## config.mk

```make
export PLATFORM = sky130hd
export DESIGN_NAME = display_formatter
export DESIGN_NICKNAME = d
export VERILOG_FILES = /design/src/rtl/display_pkg.sv /design/src/rtl/bcd_add3_shift.sv /design/src/rtl/display_formatter.sv
export SDC_FILE = /design/constraint.sdc
export NUM_CORES = 1
export LEC_CHECK = 0
export ABC_AREA = 1
export CAP_MARGIN = 20
export CORE_AREA = 2 2 126 128
export DETAILED_ROUTE_END_ITERATION = 12
export DIE_AREA = 0 0 128 130
export GPL_ROUTABILITY_DRIVEN = 0
export HOLD_SLACK_MARGIN = 0.08
export PLACE_DENSITY_LB_ADDON = 0.05
export SYNTH_ARGS = -nofsm -noshare
export SYNTH_HDL_FRONTEND = slang
export SYNTH_SLANG_ARGS = --single-unit
export TNS_END_PERCENT = 1
```

## constraint.sdc

```tcl
create_clock -name clock -period 2.1 [get_ports clock]
set_input_delay 0.315 -clock clock [delete_from_list [all_inputs] [get_ports clock]]
set_output_delay 0.315 -clock clock [all_outputs]
set_load 0.01 [all_outputs]
```

## src/rtl/display_pkg.sv

```systemverilog
// ---------------------------------------------------------------------------
// display_pkg
// Shared types and constants for the display_formatter block:
//   state_e      - controller states (IDLE / CONVERT / FORMAT)
//   CHAR_*       - non-digit codes understood by the seven-segment decoder
//   MAX_*        - largest magnitudes that fit on six digits
//   DP_NONE      - first dp_pos index meaning "no decimal point" (6 and 7)
//   BLANK_*      - Blanked patterns for the all-dark and "Er" displays
// ---------------------------------------------------------------------------
package display_pkg;

    typedef enum logic [1:0] {
        ST_IDLE    = 2'd0,
        ST_CONVERT = 2'd1,
        ST_FORMAT  = 2'd2
    } state_e;

    localparam logic [4:0] CHAR_MINUS = 5'h10;
    localparam logic [4:0] CHAR_R     = 5'h11;
    localparam logic [4:0] CHAR_E     = 5'h0E;

    localparam int unsigned MAX_UNSIGNED = 999999;
    // A negative number needs digit 5 for the '-', leaving five digits.
    localparam int unsigned MAX_NEG      = 99999;

    // dp_pos values 6 and 7 both mean "no point"; anything below DP_NONE is a digit index.
    localparam logic [2:0] DP_NONE = 3'd6;

    localparam logic [5:0] BLANK_ALL = 6'h3F;
    localparam logic [5:0] BLANK_OVF = 6'b001111;

endpackage

```

## src/rtl/bcd_add3_shift.sv

```systemverilog
// ---------------------------------------------------------------------------
// bcd_add3_shift
// One combinational step of the shift-add-3 (double dabble) conversion.
//   bcd_i  [23:0]  current six-nibble BCD accumulator
//   bit_i          next binary bit, MSB first
//   bcd_o  [23:0]  accumulator after the add-3 correction and a left shift
// ---------------------------------------------------------------------------
module bcd_add3_shift (
    input  logic [23:0] bcd_i,
    input  logic        bit_i,
    output logic [23:0] bcd_o
);

    logic [19:0] adj_lo;
    logic [2:0]  adj_top;

    always_comb begin
        adj_lo = bcd_i[19:0];
        for (int i = 0; i < 5; i++) begin
            if (bcd_i[4*i +: 4] >= 4'd5) begin
                adj_lo[4*i +: 4] = bcd_i[4*i +: 4] + 4'd3;
            end
        end
        // The top nibble's MSB is shifted out, so only its low three bits are kept.
        // That drops a seventh decimal digit; the lower six stay exact (value mod 10^6).
        if (bcd_i[23:20] >= 4'd5) begin
            adj_top = bcd_i[22:20] + 3'd3;
        end else begin
            adj_top = bcd_i[22:20];
        end
        bcd_o = {adj_top, adj_lo, bit_i};
    end

endmodule

```

## src/rtl/display_formatter.sv

```systemverilog
// ---------------------------------------------------------------------------
// display_formatter
// Converts a binary value to six display digits for the seven-segment stage.
// One bit is converted per clock; all display outputs update together in one cycle.
// Parameters: WIDTH (4..20) binary width, SIGNED (1 = two's complement value).
// Ports:
//   clock, reset            rising-edge clock, synchronous active-high reset
//   load, value             conversion request and operand
//   dp_pos, blank_lz,
//   display_en              formatting controls, captured with the load
//   ready                   idle; a load is accepted this cycle
//   done                    one-cycle pulse when new outputs are valid
//   overflow                last accepted value did not fit on the display
//   Num_Hex0..3             BCD digits 0..3 (digit 0 least significant)
//   Num_Hex4, Num_Hex5      5-bit digit codes (hex digit, '-', 'r')
//   Blanked, DP_in          per-digit blanking and decimal-point enables
//   dbg_state_o             controller state, for observation only
// Handshake: a load is taken on a rising edge where load=1 and ready=1. ready
// drops that edge and rises again with done, so a load held during the done
// cycle is accepted back-to-back. A load seen while ready=0 is dropped.
// ---------------------------------------------------------------------------
module display_formatter
    import display_pkg::*;
#(
    parameter int WIDTH  = 20,
    parameter bit SIGNED = 1'b0
) (
    input  logic             clock,
    input  logic             reset,
    input  logic             load,
    input  logic [WIDTH-1:0] value,
    input  logic [2:0]       dp_pos,
    input  logic             blank_lz,
    input  logic             display_en,
    output logic             ready,
    output logic             done,
    output logic             overflow,
    output logic [3:0]       Num_Hex0,
    output logic [3:0]       Num_Hex1,
    output logic [3:0]       Num_Hex2,
    output logic [3:0]       Num_Hex3,
    output logic [4:0]       Num_Hex4,
    output logic [4:0]       Num_Hex5,
    output logic [5:0]       Blanked,
    output logic [5:0]       DP_in,
    output state_e           dbg_state_o
);

    localparam logic [4:0] CNT_INIT = 5'(WIDTH - 1);

    state_e           state_q;
    logic [WIDTH-1:0] mag_q;
    logic [23:0]      bcd_q;
    logic [23:0]      bcd_d;
    logic [4:0]       cnt_q;
    logic             neg_q, ovf_q, blz_q, en_q;
    logic [2:0]       dp_q;

    logic             ready_q, done_q, overflow_q;
    logic [3:0]       hex0_q, hex1_q, hex2_q, hex3_q;
    logic [4:0]       hex4_q, hex5_q;
    logic [5:0]       blank_q, dpin_q;

    // Operand decode at the accept edge. Negating the signed minimum yields
    // 2^(WIDTH-1), which is correct when read as an unsigned WIDTH-bit number.
    logic             neg_in, ovf_in;
    logic [WIDTH-1:0] mag_in;
    logic [31:0]      mag_ext;

    assign neg_in  = SIGNED && value[WIDTH-1];
    assign mag_in  = neg_in ? (~value) + WIDTH'(1) : value;
    assign mag_ext = 32'(mag_in);
    assign ovf_in  = neg_in ? (mag_ext > MAX_NEG) : (mag_ext > MAX_UNSIGNED);

    bcd_add3_shift u_step (
        .bcd_i (bcd_q),
        .bit_i (mag_q[WIDTH-1]),
        .bcd_o (bcd_d)
    );

    // Display image built from the finished accumulator; only registered in FORMAT.
    logic [3:0] hex0_d, hex1_d, hex2_d, hex3_d;
    logic [4:0] hex4_d, hex5_d;
    logic [5:0] blank_d, dpin_d;
    logic       seen_nz;

    always_comb begin
        hex0_d  = bcd_q[3:0];
        hex1_d  = bcd_q[7:4];
        hex2_d  = bcd_q[11:8];
        hex3_d  = bcd_q[15:12];
        hex4_d  = {1'b0, bcd_q[19:16]};
        hex5_d  = {1'b0, bcd_q[23:20]};
        blank_d = '0;
        dpin_d  = '0;
        seen_nz = 1'b0;
        if (!en_q) begin
            blank_d = BLANK_ALL;
        end else if (ovf_q) begin
            hex5_d  = CHAR_E;
            hex4_d  = CHAR_R;
            blank_d = BLANK_OVF;
        end else begin
            if (dp_q < DP_NONE) begin
                dpin_d = 6'd1 << dp_q;
            end
            // Scan from the top: a digit is a leading zero until a nonzero digit is seen.
            // Digit 0 and digits at or below the point always stay lit.
            for (int i = 5; i >= 0; i--) begin
                if (bcd_q[4*i +: 4] != 4'd0) begin
                    seen_nz = 1'b1;
                end
                if (blz_q && !seen_nz && i != 0 && !(dp_q < DP_NONE && i <= int'(dp_q))) begin
                    blank_d[i] = 1'b1;
                end
            end
            if (neg_q) begin
                hex5_d     = CHAR_MINUS;
                blank_d[5] = 1'b0;
            end
        end
    end

    always_ff @(posedge clock) begin
        if (reset) begin
            state_q    <= ST_IDLE;
            mag_q      <= '0;
            bcd_q      <= '0;
            cnt_q      <= '0;
            neg_q      <= 1'b0;
            ovf_q      <= 1'b0;
            blz_q      <= 1'b0;
            en_q       <= 1'b0;
            dp_q       <= '0;
            ready_q    <= 1'b1;
            done_q     <= 1'b0;
            overflow_q <= 1'b0;
            hex0_q     <= '0;
            hex1_q     <= '0;
            hex2_q     <= '0;
            hex3_q     <= '0;
            hex4_q     <= '0;
            hex5_q     <= '0;
            blank_q    <= BLANK_ALL;
            dpin_q     <= '0;
        end else begin
            done_q <= 1'b0;
            case (state_q)
                ST_IDLE: begin
                    if (load) begin
                        mag_q   <= mag_in;
                        neg_q   <= neg_in;
                        ovf_q   <= ovf_in;
                        dp_q    <= dp_pos;
                        blz_q   <= blank_lz;
                        en_q    <= display_en;
                        bcd_q   <= '0;
                        cnt_q   <= CNT_INIT;
                        ready_q <= 1'b0;
                        state_q <= ST_CONVERT;
                    end
                end
                ST_CONVERT: begin
                    bcd_q <= bcd_d;
                    mag_q <= mag_q << 1;
                    if (cnt_q == 5'd0) begin
                        state_q <= ST_FORMAT;
                    end else begin
                        cnt_q <= cnt_q - 5'd1;
                    end
                end
                ST_FORMAT: begin
                    hex0_q     <= hex0_d;
                    hex1_q     <= hex1_d;
                    hex2_q     <= hex2_d;
                    hex3_q     <= hex3_d;
                    hex4_q     <= hex4_d;
                    hex5_q     <= hex5_d;
                    blank_q    <= blank_d;
                    dpin_q     <= dpin_d;
                    overflow_q <= ovf_q;
                    done_q     <= 1'b1;
                    ready_q    <= 1'b1;
                    state_q    <= ST_IDLE;
                end
                default: begin
                    ready_q <= 1'b1;
                    state_q <= ST_IDLE;
                end
            endcase
        end
    end

    assign ready       = ready_q;
    assign done        = done_q;
    assign overflow    = overflow_q;
    assign Num_Hex0    = hex0_q;
    assign Num_Hex1    = hex1_q;
    assign Num_Hex2    = hex2_q;
    assign Num_Hex3    = hex3_q;
    assign Num_Hex4    = hex4_q;
    assign Num_Hex5    = hex5_q;
    assign Blanked     = blank_q;
    assign DP_in       = dpin_q;
    assign dbg_state_o = state_q;

endmodule
```

==> out/results.txt <==
Number of fillers in the final layout -> 1,603
GRT Residual Overflow -> 0
Largest net degree at the start of global routing -> 31
WL/cell -> 13.2 um
First-pass GRT wire length -> 18.6 mm
Met2 Track Usage GR -> 23.2%
Yosys reg bits -> 97
Post-CTS sizing -> 0
Core area -> 15,400 um^2
Final worst clock skew -> 0.00864 ns
Register clock-pin slew on the reported worst setup and hold paths -> 0.07 ns
I/O pin cnt -> 71
Die footprint -> 16,600 um^2
Worst Setup End Kind -> flop
Final WL -> 11.3 mm
Met1 Usage GRT -> 18.3%
Die Width -> 128 um
Status -> finished clean
DRT iter0 DRCs -> 154
Clock root cell -> clkbuf_16
Final #Nets -> 709
Arrival time of the worst setup path -> 1.91 ns
Net Count, Synth -> 646
Share of layout cells above drive strength 1 -> 6.19%
Most common cell in the netlist -> nand2_1
Crit path launch -> dbg_state_o[1]
1st-pass router iterations -> 4
P_leak -> 0.00231 uW
Number of global-route vias before repair -> 3,802
Synth unique cells -> 32
Setup Fix Bufs, Post-CTS -> 0
Worst path required time -> 2.38 ns
Peak VDD IR -> 0.342 mV
# port buffers -> 69
Flop2flop setup slack -> 0.47 ns
ANT cells -> 0
Worst hold path type -> reg2reg
Area Overhead vs Synth -> 26.0%
Syn Area/Cell -> 7.52 um^2
RSZ-0062 raised after global routing -> false
Clock latency on the worst-skew pair -> 0.35 ns
H-tree levels -> 3
Max Slew Vio Count -> 0
Worst Setup EP -> cnt_q[4]
Cts hold-fix bufs -> 0
Cell row count -> 46
# setup viols final -> 0
CTS sink cnt -> 97
Critical path type -> reg2reg
Cell taking the most area after synthesis -> dfxtp_1
Type of origin of the critical path -> flop
Minimum period implied by the final worst setup slack -> 1.63 ns
Final Hold Vio Count -> 0
DRT antenna net count -> 0
Ys async rst share -> 0%
Post-Syn Instances -> 595
Starting Density -> 29.0%
Total Power -> 4260 uW
Cell Area, Synth -> 4470 um^2
TritonCTS Buffers -> 9
Top cells by area, synth -> dfxtp_1 (43%), nand2_1 (11%), ha_1 (6.4%)
Drt drc -> 0
Clock tree buffer depth -> 2
Hold path start -> Blanked[0]
Synth Flop Type -> dfxtp_1
Vias/cell -> 4.67
DP HPWL -> 8.04 mm
Grt peak-use layer -> met2
Top cells by count, synth -> nand2_1 (127), dfxtp_1 (97), inv_1 (56)
R2r endpoint -> cnt_q[4]
Vias -> 3,989
Die H -> 130 um
Critical R2R Launch -> dbg_state_o[1]
Post-synth EDFFs -> 0
Critical Path Fanout Max -> 24
Yosys warnings -> 0
Setup TNS -> 0 ns
CTS tree -> done
Final worst-path cycle share -> 77.7%
Met3 Track Usage GR -> 2.75%
Path depth of the worst reg2reg path -> 7
Max-cap viol count -> 0
Worst hold slack -> 0.455 ns
Max Freq -> 613 MHz
Yosys top cell area share -> 43.4%
Initial antenna violation count -> 0
Sequential fraction of the synthesis area -> 43.4%
Total GRT Usage -> 14.2%
Power per Cell Area -> 756 nW/um^2
[worst max-delay path, stage by stage, from the launching register on]
cell and delay [ns]:
dfxtp_1 0.35, inv_2 0.09, nand2_2 0.17, inv_2 0.38, nand2_2 0.17, nand2_1 0.19
nand2_1 0.09, a21oi_1 0.11
[report_power, final]
group | total, uW | internal, uW | switching (uW)
registers | 2010 | 1950 | 62.4
logic | 616 | 256 | 359
clock network | 1630 | 953 | 681
total | 4260 | 3160 | 1100
[logic make-up (layout without fill, tap and decap cells)]
| family | count (synthesis) | count (layout) | share of synthesized area, % |
|---|---|---|---|
| other | 1 | 1 | 0.0838 |
| DFF | 97 | 97 | 43.4 |
| AOI/OAI and AO/OA | 156 | 156 | 19.2 |
| adders and majority gates | 23 | 23 | 6.43 |
| xor gates and xnor gates | 3 | 3 | 0.588 |
| and+or+nand+nor | 224 | 224 | 21.1 |
| buffers and inverters | 91 | 158 | 9.20 |
[metrics by stage]
stage	util [%]	instance area [um^2]	setup slack (ns)	instances
after CTS	36.6	5640	0.442	854
after global routing	36.6	5640	0.252	854
final	36.6	5640	0.468	854
after global placement	34.7	5350	0.421	839
after detailed placement	34.7	5350	0.408	839
after floorplan	-	4470	0.875	595
[cells in the final DEF, fill, tap and decap left out, drive strengths merged]
cell type,n
nand4,8
and2,1
bufinv,1
inv,63
o21ai,82
conb,1
nand2,131
xor2,1
a211oi,4
nand3b,1
nor2,45
dfxtp,97
o21bai,1
ha,23
nor3,4
nand3,34
o211ai,13
clkbuf,13
a31oi,13
xnor2,2
clkdlybuf4s50,69
a21oi,39
o22ai,4
buf,11
clkinv,1
[flip-flops by register name, indices dropped and copies added, names as in the netlist, 4 cells and up]
signal / cells
bcd_q: 24
mag_q: 20
Blanked: 6
DP_in: 6
Num_Hex4: 5
cnt_q: 5
Num_Hex0: 4
Num_Hex1: 4
Num_Hex2: 4
Num_Hex3: 4
Num_Hex5: 4
[how the worst min path moves through the flow]
stage,to,slack (ns),cells past startpoint
after CTS,Blanked[0],0.46,2
after floorplan,mag_q[0],0.42,2
final,Blanked[0],0.46,2
after global routing,Blanked[0],0.47,2
after detailed placement,Blanked[0],0.45,2
after global placement,Blanked[0],0.44,2
[layout make-up]
class | count | area [um^2] | share of cell area, %
clock buffers | 13 | 250 | 4.44
flip-flops and latches | 97 | 1940 | 34.4
multi-input cells | 407 | 2120 | 37.6
well taps | 192 | 240 | 4.26
inverters | 63 | 236 | 4.19
repair buffers | 80 | 811 | 14.4
clock inverters | 2 | 38.8 | 0.688
[layer usage]
metal / up-vias / routed length, um
met3: 14 / 359
met5: - / 0
met4: 0 / 210
met1: 1797 / 5590
li1: 2096 / -
met2: 82 / 5110
Power figures use the tool's default switching activity.
